## src/rtl/mem_pkg.sv

```systemverilog
// Shared definitions for the memory access unit: size/operation codes, FSM states and
// the alignment rule.
package mem_pkg;

    localparam logic [1:0] SZ_B = 2'b00;
    localparam logic [1:0] SZ_H = 2'b01;
    localparam logic [1:0] SZ_W = 2'b10;
    localparam logic [1:0] SZ_D = 2'b11;

    localparam logic OP_RD = 1'b0;
    localparam logic OP_WR = 1'b1;

    typedef enum logic [2:0] {
        StIdle,
        StBeat0,
        StBeat1,
        StDone,
        StHold
    } mau_state_e;

    // Natural alignment: the low address bits covered by the access size must be zero.
    function automatic logic is_misaligned(input logic [1:0] size, input logic [2:0] lo);
        logic mis;
        unique case (size)
            SZ_B:    mis = 1'b0;
            SZ_H:    mis = lo[0];
            SZ_W:    mis = |lo[1:0];
            default: mis = |lo;
        endcase
        return mis;
    endfunction

endpackage

```

## src/rtl/load_extender.sv

```systemverilog
// Selects the addressed lane(s) of the captured bus data and sign/zero-extends to 64 bits.
module load_extender
    import mem_pkg::*;
(
    input  logic [1:0]  size_i,
    input  logic        unsigned_i,
    input  logic [1:0]  addr_lo_i,
    input  logic [31:0] beat0_i,
    input  logic [31:0] beat1_i,
    output logic [63:0] rdata_o
);

    logic [7:0]  byte_lane;
    logic [15:0] half_lane;
    logic        sext;

    assign byte_lane = beat0_i[{addr_lo_i, 3'b000} +: 8];
    assign half_lane = beat0_i[{addr_lo_i[1], 4'b0000} +: 16];
    assign sext      = ~unsigned_i;

    always_comb begin
        rdata_o = '0;
        unique case (size_i)
            SZ_B:    rdata_o = {{56{sext & byte_lane[7]}}, byte_lane};
            SZ_H:    rdata_o = {{48{sext & half_lane[15]}}, half_lane};
            SZ_W:    rdata_o = {{32{sext & beat0_i[31]}}, beat0_i};
            default: rdata_o = {beat1_i, beat0_i};
        endcase
    end

endmodule

```

## src/rtl/mem_access_unit.sv

```systemverilog
// Converts one RV64 memory request into one or two 32-bit bus beats and returns
// extended load data.
module mem_access_unit
    import mem_pkg::*;
#(
    parameter int unsigned MEM_AW = 16
) (
    input  logic              clk,
    input  logic              reset,
    input  logic              memory_start,
    input  logic              sel_mem_operation,
    input  logic [1:0]        sel_mem_size,
    input  logic [2:0]        sel_mem_extension,
    input  logic [63:0]       addr,
    input  logic [63:0]       wdata,
    output logic [63:0]       rdata,
    output logic              memory_done,
    output logic              misaligned,
    output logic              mem_req,
    output logic              mem_we,
    output logic [MEM_AW-1:0] mem_addr,
    output logic [3:0]        mem_be,
    output logic [31:0]       mem_wdata,
    input  logic [31:0]       mem_rdata,
    input  logic              mem_ack
);

    localparam int unsigned AddrW = MEM_AW + 2;

    mau_state_e        state_q, state_d;
    logic [AddrW-1:0]  addr_q, addr_d;
    logic [63:0]       wdata_q, wdata_d;
    logic [1:0]        size_q, size_d;
    logic              zext_q, zext_d;
    logic              op_q, op_d;
    logic [31:0]       beat0_q, beat0_d;
    logic [63:0]       rdata_q, rdata_d;
    logic              done_q, done_d;
    logic              mis_q, mis_d;
    logic [63:0]       ext_rdata;
    logic [31:0]       ext_beat0;
    logic              unused_in;

    assign unused_in = ^{addr[63:AddrW], sel_mem_extension[1:0]};

    // In the single-beat case the result is extended straight from the bus on the ack cycle.
    assign ext_beat0 = (state_q == StBeat0) ? mem_rdata : beat0_q;

    load_extender u_load_extender (
        .size_i     (size_q),
        .unsigned_i (zext_q),
        .addr_lo_i  (addr_q[1:0]),
        .beat0_i    (ext_beat0),
        .beat1_i    (mem_rdata),
        .rdata_o    (ext_rdata)
    );

    always_comb begin
        state_d = state_q;
        addr_d  = addr_q;
        wdata_d = wdata_q;
        size_d  = size_q;
        zext_d  = zext_q;
        op_d    = op_q;
        beat0_d = beat0_q;
        rdata_d = rdata_q;
        done_d  = 1'b0;
        mis_d   = 1'b0;
        unique case (state_q)
            StIdle: begin
                if (memory_start) begin
                    addr_d  = addr[AddrW-1:0];
                    wdata_d = wdata;
                    size_d  = sel_mem_size;
                    zext_d  = sel_mem_extension[2];
                    op_d    = sel_mem_operation;
                    if (is_misaligned(sel_mem_size, addr[2:0])) begin
                        state_d = StDone;
                        done_d  = 1'b1;
                        mis_d   = 1'b1;
                    end else begin
                        state_d = StBeat0;
                    end
                end
            end
            StBeat0: begin
                if (mem_ack) begin
                    beat0_d = mem_rdata;
                    if (size_q == SZ_D) begin
                        state_d = StBeat1;
                    end else begin
                        state_d = StDone;
                        done_d  = 1'b1;
                        if (op_q == OP_RD) rdata_d = ext_rdata;
                    end
                end
            end
            StBeat1: begin
                if (mem_ack) begin
                    state_d = StDone;
                    done_d  = 1'b1;
                    if (op_q == OP_RD) rdata_d = ext_rdata;
                end
            end
            StDone: state_d = StHold;
            StHold: if (!memory_start) state_d = StIdle;
            default: state_d = StIdle;
        endcase
    end

    always_ff @(posedge clk) begin
        if (reset) begin
            state_q <= StIdle;
            addr_q  <= '0;
            wdata_q <= '0;
            size_q  <= SZ_B;
            zext_q  <= 1'b0;
            op_q    <= OP_RD;
            beat0_q <= '0;
            rdata_q <= '0;
            done_q  <= 1'b0;
            mis_q   <= 1'b0;
        end else begin
            state_q <= state_d;
            addr_q  <= addr_d;
            wdata_q <= wdata_d;
            size_q  <= size_d;
            zext_q  <= zext_d;
            op_q    <= op_d;
            beat0_q <= beat0_d;
            rdata_q <= rdata_d;
            done_q  <= done_d;
            mis_q   <= mis_d;
        end
    end

    assign rdata       = rdata_q;
    assign memory_done = done_q;
    assign misaligned  = mis_q;

    always_comb begin
        mem_req   = 1'b0;
        mem_we    = 1'b0;
        mem_addr  = '0;
        mem_be    = 4'b0000;
        mem_wdata = '0;
        if (state_q == StBeat0) begin
            mem_req  = 1'b1;
            mem_we   = op_q;
            mem_addr = addr_q[AddrW-1:2];
            unique case (size_q)
                SZ_B: begin
                    mem_be    = 4'b0001 << addr_q[1:0];
                    mem_wdata = {4{wdata_q[7:0]}};
                end
                SZ_H: begin
                    mem_be    = addr_q[1] ? 4'b1100 : 4'b0011;
                    mem_wdata = {2{wdata_q[15:0]}};
                end
                default: begin
                    mem_be    = 4'b1111;
                    mem_wdata = wdata_q[31:0];
                end
            endcase
        end else if (state_q == StBeat1) begin
            mem_req   = 1'b1;
            mem_we    = op_q;
            mem_addr  = addr_q[AddrW-1:2] + MEM_AW'(1);
            mem_be    = 4'b1111;
            mem_wdata = wdata_q[63:32];
        end
    end

endmodule
```

## config.mk

```make
export PLATFORM = sky130hd
export DESIGN_NAME = mem_access_unit
export DESIGN_NICKNAME = d
export VERILOG_FILES = /design/src/rtl/mem_pkg.sv /design/src/rtl/load_extender.sv /design/src/rtl/mem_access_unit.sv
export SDC_FILE = /design/constraint.sdc
export NUM_CORES = 1
export LEC_CHECK = 0
export BUFFER_PORTS_ARGS = -buffer_cell sky130_fd_sc_hd__buf_2
export CAP_MARGIN = 20
export CORE_AREA = 2 2 131 133
export DETAILED_ROUTE_END_ITERATION = 10
export DIE_AREA = 0 0 133 135
export PLACE_DENSITY_LB_ADDON = 0.15
export SYNTH_ARGS = -nofsm -noshare
export SYNTH_HDL_FRONTEND = slang
export SYNTH_SLANG_ARGS = --single-unit
```

## constraint.sdc

```tcl
create_clock -name clk -period 4.73 [get_ports clk]
set_input_delay 1.1825 -clock clk [delete_from_list [all_inputs] [get_ports clk]]
set_output_delay 1.1825 -clock clk [all_outputs]
set_load 0.03 [all_outputs]
```

## Yosys cells after proc, flatten, opt, wreduce, memory -nomap -nowiden

Cells that the tools add are included.

- Output and inout bits: 120
- Logic and storage cells: 80
- Flip-flop bits (word level): 187
- Input bits: 170

- Reductions and logical operators: 11
- Add/sub/neg operators: 1
- Shift operators: 3
- Bitwise operators: 5
- Equal/unequal tests: 14
- Multiplexer cells: 36

Operators by type and width:

| operator | number |
|---|---|
| two-way mux 64 bit | 4 |
| case mux 64 bit (3 select lines) | 1 |
| case mux 64 bit (2 select lines) | 1 |
| two-way mux 32 bit | 3 |
| case mux 32 bit (2 select lines) | 1 |
| two-way mux 16 bit | 2 |
| variable part select 32 x 6 -> 16 bit | 1 |
| variable part select 32 x 6 -> 8 bit | 1 |
| adder 16 x 1 -> 16 bit, second input constant | 1 |
| case mux 3 bit (5 select lines) | 1 |
| two-way mux 1 bit | 12 |
| two-way mux 3 bit | 4 |
| two-way mux 4 bit | 3 |
| != test 2 bit, second input constant | 5 |
| case mux 4 bit (2 select lines) | 1 |
| AND reduction 4 bit | 2 |
| equality test 2 bit, second input constant | 3 |
| equality test 3 x 2 -> 1 bit, second input constant | 2 |
| case mux 1 bit (3 select lines) | 2 |
| equality test 2 x 1 -> 1 bit, second input constant | 2 |
| logical NOT 2 bit | 2 |
| AND reduction 2 bit | 2 |
| OR reduction 2 bit | 2 |
| << shifter 1 x 2 -> 4 bit, first input constant | 1 |
| 8 further kinds | 11 |

## Depth between registers and ports, before layout

Gate-level depths: netlist of the first run.

- Depth in word-level cells: 9
- Gate-level depth with buffers: 9
- Mapped depth without buffers: 6

## By module

A second synthesis of the first run with hierarchy kept.

- Cells, all modules: 1,380
- Area, all modules: 10,337.4 µm²

Modules (own cells, without submodules):

| module | area an instance (µm²) | cells an instance | sequential area each (µm²) | times used |
|---|---|---|---|---|
| mem_access_unit | 8,634.5 | 1,119 | 3,743.6 | 1 |
| load_extender | 1,702.9 | 261 | 0.0 | 1 |

## Worst setup path after synthesis of the first run

No wires, ideal clock.

- Path kind: reg-to-output
- Start: reg size_q[1]
- End: out mem_wdata[25]
- Buffers on the path: 4
- Path slack: 1.456 ns
- Data required time: 3.548 ns
- Stages on the path, launching flop included: 7
- Arrival time: 2.092 ns
- Cell sequence: dfxtp_1 -> clkbuf_1 -> buf_2 -> buf_1 -> clkbuf_1 -> a21oi_1 -> o21ai_0

- Cells in the longest elaborated chain, start to end: 3
- Elaborated cells between the ends (all ways): 4
- Those cells by class: 1 x eq/ne; 2 x mux; 1 x reduce/logical

Ends and longest elaborated chain:

| item | RTL line | RTL |
|---|---|---|
| start, declared | mem_access_unit.sv:33 | `logic [1:0] size_q, size_d;` |
| start signal, assigned | mem_access_unit.sv:127 | `size_q <= size_d;` |
| equality test 2 x 1 -> 1 bit / logical NOT 2 bit (equally long branches) | mem_access_unit.sv:151 | `unique case (size_q)` |
| case mux 32 bit (2 select lines) * | mem_access_unit.sv:151 |  |
| two-way mux 32 bit * | mem_access_unit.sv:147 | `if (state_q == StBeat0) begin` |
| end, declared | mem_access_unit.sv:23 | `output logic [31:0] mem_wdata,` |

Mark *: on every way between the ends. The rest lies on a longest branch, timed or not.

## Worst setup path in the final report of the first run

- Start: reg state_q[0]
- End: out mem_addr[13]

- Cells in the longest elaborated chain, start to end: 3
- Elaborated cells between the ends (all ways): 4
- Those cells by class: 2 x eq/ne; 2 x mux

Ends and longest elaborated chain:

| item | RTL line | RTL |
|---|---|---|
| start, declared | mem_access_unit.sv:30 | `mau_state_e state_q, state_d;` |
| start signal, assigned | mem_access_unit.sv:113 | `state_q <= StIdle;` |
| start signal, assigned | mem_access_unit.sv:124 | `state_q <= state_d;` |
| equality test 3 x 2 -> 1 bit | mem_access_unit.sv:165 | `end else if (state_q == StBeat1) begin` |
| two-way mux 16 bit | mem_access_unit.sv:165 |  |
| two-way mux 16 bit * | mem_access_unit.sv:147 |  |
| end, declared | mem_access_unit.sv:21 | `output logic [MEM_AW-1:0] mem_addr,` |

Marked as above.

==> results of run 1 <==
==> layout by cell type (no fill, tap or decap), drive strengths merged, types with 2 or more instances in the layout <==
master and n:
clkbuf 22, dfxtp 187, o22ai 16, mux2 2
a211oi 62, inv 7, buf 257, or3 3
a21oi 136, nor4 3, and3 2, or3b 2
o21ai 42, bufinv 4, diode 2, nor2 90
xor2 6, a22o 9, and4 3, nand4 5
nand3b 2, nand3 15, nand2 317, and2 2
clkinvlp 2, mux2i 71, nor2b 2, nand2b 24
nor3 26, a31oi 2, nor3b 2, clkinv 3
or2 2
==> where the power goes <==
part	internal, mW	total, mW	switching, mW
Clock	0.928	1.54	0.613
Sequential	1.71	1.82	0.108
Combinational	0.347	1.04	0.698
==> layer usage <==
metal  GRT usage, %  routed length [µm]  up-vias
li1               -                   -     4267
met5              0                   0        -
met3           7.13                1810       42
met4           10.5                 637        0
met2           46.3               12200      324
met1           35.2               10800     3977
==> state kept, by name, summed over array words and instances, names as in the netlist <==
signal / flops
op_q: 1
beat0_q: 32
state_q: 3
addr_q: 18
size_q: 2
misaligned: 1
wdata_q: 64
rdata: 64
memory_done: 1
zext_q: 1
==> layout make-up <==
class	count	share of cell area, %
flip-flops and latches	187	34.5
diodes	2	0.0461
clock buffers	22	4.37
well taps	220	2.54
multi-input cells	858	44.5
inverters	6	0.208
repair buffers	257	12.4
clock inverters	10	1.50
==> cell families after synthesis <==
kind of cell | share of synthesized area (%)
DFF | 41.6
muxes | 8.41
and+or+nand+nor | 23.8
xor gates and xnor gates | 0.682
adders and majority gates | 0.139
buffers and inverters | 5.11
AOI/OAI and AO/OA | 20.3
==> worst max-delay path by stage <==
stage | from | endpoint | slack, ps
5_1_grt | state_q[0] | mem_addr[13] | 680
3_3_place_gp | state_q[0] | mem_addr[13] | 1350
2_1_floorplan | size_q[1] | mem_wdata[25] | 1460
4_1_cts | state_q[0] | mem_addr[13] | 870
3_5_place_dp | state_q[0] | mem_addr[13] | 1370
6_report | state_q[0] | mem_addr[13] | 870
==> worst max-delay path, delay by kind of cell (launching register included) <==
family	cells	cell delay, ps
AOI/OAI and AO/OA	1	210
and+or+nand+nor	2	590
buffers and inverters	2	880
DFF	1	540
==> metrics by stage <==
stage	instance area (µm²)	setup WS (ps)	total power, mW
floorplan	8990	1460	2.59
global placement	10200	1350	2.88
global route	10800	676	4.59
detailed placement	10200	1370	2.89
CTS	10800	874	4.42
finish	10800	872	4.41
==> impl_metrics.env, run 1 <==
export IMPL_slew_violations=0
export IMPL_grt_max_degree=107
export IMPL_yosysSeqAreaShare_pct=41.6
export IMPL_grt_overflow_total=0
export IMPL_ctsResizeCount=0
export IMPL_yosys_area_top_type="dfxtp_1"
export IMPL_rsz0062_at_grt="no"
export IMPL_yosys_top_cells_count="nand2_1, dfxtp_1, a21oi_1, nor2_1, mux2i_1"
export IMPL_fillers=1449
export IMPL_period_minus_slack_ps=3860
export IMPL_post_route_period_util_pct=81.6
export IMPL_r2r_cells=7
export IMPL_synth_cells=1147
export IMPL_areaGrowthSynthToFinish_pct=20.6
export IMPL_max_stage_delay_ps=660
export IMPL_power_density_nw_per_um2=406
export IMPL_ys_seq_elements=187
export IMPL_num_vias=8610
export IMPL_ant_nets=0
export IMPL_r2r_end="rdata[36]"
export IMPL_post_drt_wl_per_cell_um=16.3
export IMPL_cp_end_kind="primary output"
export IMPL_final_seq_area_um2=3740
export IMPL_synth_area_top_cells="dfxtp_1, nand2_1, mux2i_1"
export IMPL_fmax_ghz=0.259
export IMPL_cts_sinks=187
export IMPL_multi_input_area_um2=4820
export IMPL_dieArea_um2=18000
export IMPL_numCtsBuffers=17
export IMPL_drive_gt1_share_pct=25.8
export IMPL_holdCritPathClass="reg2reg"
export IMPL_antenna_found_initial=1
export IMPL_holdPathEnd="beat0_q[8]"
export IMPL_port_buffers=241
export IMPL_finalWirelength_mm=25.5
export IMPL_finalClockSkew_ps=9.72
export IMPL_path_class="reg2out"
export IMPL_avgViaCountPerCell=5.51
export IMPL_r2r_start="state_q[0]"
export IMPL_drv_cap=0
export IMPL_holdPathStages=2
export IMPL_leakage_nw=4.33
export IMPL_arrival_ps=2680
export IMPL_ir_drop_v=0.000290
export IMPL_async_reset_ff_share_pct=0
export IMPL_worstPathRequired_ps=3550
export IMPL_io_pin_count=290
export IMPL_hpwl_mm=17.2
export IMPL_whs_ps=454
export IMPL_synthFlopType="dfxtp_1"
export IMPL_die_x_um=133
export IMPL_initial_core_util_pct=54.8
export IMPL_synth_most_common_cell="nand2_1"
export IMPL_startpoint_type="flop"
export IMPL_status="finished clean"
export IMPL_timing_reg2reg_setup_slack_ps=1610
export IMPL_grtUsageTotal_pct=27.9
export IMPL_synth_edf_count=0
export IMPL_synth_area_um2=8990
export IMPL_die_h_um=135
export IMPL_finalNonFillerCells=1562
export IMPL_hold_viol_final=0
export IMPL_setup_viol_count_final=0
export IMPL_firstDrtPassIters=5
export IMPL_dr_first_iter_drc_count=736
export IMPL_core_area_um2=16400
export IMPL_htree_num_levels=4
export IMPL_synth_top_area_share_pct=41.6
export IMPL_maxSlewHeadroom_pct=26.1
export IMPL_cts_root_buf="clkbuf_16"
export IMPL_placedCellCount=1526
export IMPL_grt_pass1_vias=7730
export IMPL_layout_nets=1498
export IMPL_utilization_pct=66.1
export IMPL_grt_pass1_wl_mm=40.1
export IMPL_num_rows=47
export IMPL_syn_area_per_cell_um2=7.84
export IMPL_path_cells="nor3b_2 > buf_4 > nor2_1 > a21oi_1 > buf_2"
export IMPL_holdBufCountCts=0
export IMPL_slowest_stage="buf_4"
export IMPL_cts_setup_buffers=0
export IMPL_ys_types=50
export IMPL_syn_nets=1318
export IMPL_clk_pin_slew_worst_paths_ps=70
export IMPL_clock_path_buffers=2
export IMPL_gp_congestion=0.858
export IMPL_setup_tns_ps=0
export IMPL_worst_pin_slew_ps=1110
export IMPL_worstHoldStart="beat0_q[8]"
export IMPL_clkLatencyLatePin_ps=440
export IMPL_yosysWarnings=0
export IMPL_cts_tree="built"
export IMPL_drcViolationCount=0
export IMPL_critPathMaxFanout=52
Power figures use the tool's default switching activity.
==> inputs of run 2 (changes only) <==
--- a/config.mk
+++ b/config.mk
@@ -7,9 +7,9 @@
 export LEC_CHECK = 0
 export BUFFER_PORTS_ARGS = -buffer_cell sky130_fd_sc_hd__buf_2
 export CAP_MARGIN = 20
-export CORE_AREA = 2 2 131 133
+export CORE_AREA = 2 2 143 145
 export DETAILED_ROUTE_END_ITERATION = 10
-export DIE_AREA = 0 0 133 135
+export DIE_AREA = 0 0 145 147
 export PLACE_DENSITY_LB_ADDON = 0.15
 export SYNTH_ARGS = -nofsm -noshare
 export SYNTH_HDL_FRONTEND = slang
==> constraint.sdc (replaced) <==
create_clock -name clk -period 3.3 [get_ports clk]
set_input_delay 0.825 -clock clk [delete_from_list [all_inputs] [get_ports clk]]
set_output_delay 0.825 -clock clk [all_outputs]
set_load 0.03 [all_outputs]
==> run 2 against run 1 <==
Clock power up 32%. Flip-flop and latch count unchanged. Worst hold slack better by 0.92 ps. Largest cell class unchanged.
==> impl_metrics.env, run 2 (synthesized netlist as in run 1, its figures left out) <==
export IMPL_cts_setup_buffers=0
export IMPL_status="finished clean"
export IMPL_setup_viol_count_final=0
export IMPL_final_common_cell="nand2_1"
export IMPL_cp_end_kind="primary output"
export IMPL_antenna_found_initial=5
export IMPL_top_usage_layer="met2"
export IMPL_drcViolationCount=0
export IMPL_io_pin_count=290
export IMPL_worstPathRequired_ps=2470
export IMPL_gr_usage_met2_pct=39.9
export IMPL_fmax_ghz=0.325
export IMPL_dieArea_um2=21300
export IMPL_clock_path_buffers=2
export IMPL_rsz0062_at_grt="no"
export IMPL_firstDrtPassIters=4
export IMPL_drv_cap=0
export IMPL_avgViaCountPerCell=5.28
export IMPL_cts_tree="built"
export IMPL_maxSlewHeadroom_pct=34.7
export IMPL_dr_first_iter_drc_count=584
export IMPL_holdBufCountCts=0
export IMPL_hold_viol_final=0
export IMPL_post_drt_wl_per_cell_um=16.3
export IMPL_die_h_um=147
export IMPL_arrival_ps=2250
export IMPL_multi_input_area_um2=4820
export IMPL_grt_pass1_vias=7953
export IMPL_drive_gt1_share_pct=26.5
export IMPL_whs_ps=454
export IMPL_layout_nets=1504
export IMPL_power_density_nw_per_um2=563
export IMPL_die_x_um=145
export IMPL_clk_pin_slew_worst_paths_ps=70
export IMPL_total_power_mw=6.18
export IMPL_finalClockSkew_ps=14.4
export IMPL_htree_num_levels=4
export IMPL_mostFrequentLayoutCells="nand2_1, buf_2, dfxtp_1"
export IMPL_grtUsageTotal_pct=24.7
export IMPL_clkLatencyLatePin_ps=430
export IMPL_grt_pass1_wl_mm=42.5
export IMPL_worst_pin_slew_ps=972
export IMPL_cts_root_buf="clkbuf_16"
export IMPL_ir_drop_v=0.000352
export IMPL_use_met3_pct=6.40
export IMPL_startpoint_type="flop"
export IMPL_port_buffers=241
export IMPL_path_class="reg2out"
export IMPL_gp_congestion=0.854
export IMPL_critPathMaxFanout=6
export IMPL_num_vias=8538
export IMPL_numCtsBuffers=17
export IMPL_holdCritPathClass="reg2reg"
export IMPL_fillers=1955
export IMPL_grt_max_degree=91
export IMPL_utilization_pct=55.2
export IMPL_slew_violations=0
export IMPL_cts_sinks=187
export IMPL_setup_tns_ps=0
export IMPL_hpwl_mm=18.0
export IMPL_num_rows=52
export IMPL_initial_core_util_pct=45.3
export IMPL_grt_overflow_total=0
export IMPL_finalWirelength_mm=26.4
export IMPL_areaGrowthSynthToFinish_pct=21.9
export IMPL_leakage_nw=4.34
export IMPL_post_route_period_util_pct=93.2
export IMPL_core_area_um2=19800
export IMPL_grt_use_met1_pct=32.2
export IMPL_ant_nets=0
export IMPL_period_minus_slack_ps=3080
export IMPL_final_seq_area_um2=3750
run 2: cell count changes in the layout (fill, tap and decap cells not counted), moves of 3 or more:
cell / previous run / this run
dfxtp_1: 186 / 183
clkbuf_8: 3 / 0
dfxtp_2: 1 / 4
bufinv_16: 4 / 1
buf_12: 0 / 5
inv_8: 0 / 3
run 2: path summary, 6_finish.rpt:
path	startpoint	slack, ps	cells past startpoint	endpoint
max	addr_q[2]	220	8	mem_addr[10]
max reg2reg	state_q[0]	660	6	rdata[30]
min reg2reg	beat0_q[25]	450	2	beat0_q[25]
min	beat0_q[25]	450	2	beat0_q[25]
run 2: cell type report:
type,instances,share of cell area (%)
multi-input cells,858,44.0
flip-flops and latches,187,34.2
repair buffers,263,13.1
clock buffers,18,3.92
well taps,270,3.08
clock inverters,14,1.42
inverters,6,0.205
diodes,2,0.0457
run 2: what timing repair did:
item / CTS / global route
setup endpoints to repair: 0 / 5
gates resized for setup: 0 / 4
hold endpoints to repair: 0 / 0
run 2: report_power, final:
part           internal [mW]  total, mW  switching (mW)
sequential              2.46       2.61           0.149
combinational          0.515       1.53            1.01
clock                   1.07       2.04           0.967
run 2: routing by layer:
layer	routed length, µm	vias up
met4	638	4
met5	27	-
met2	12300	289
li1	-	4283
met1	11700	3923
met3	1810	39
run 2: worst max-delay path, stage by stage (launching register included):
cell	delay, ps
dfxtp_1	410
ha_1	240
nand3_1	160
nor4b_2	290
buf_4	170
nand4_1	110
xor2_1	170
nor2_1	80
buf_2	200
run 2: per-stage QoR:
step / area, µm² / worst slack (ps) / cells
final: 11000 / 224 / 1618
after global routing: 11000 / 18.1 / 1617
after CTS: 10900 / 101 / 1616
after detailed placement: 10400 / 570 / 1584
after global placement: 10400 / 571 / 1584
after floorplan: 8990 / 383 / 1147
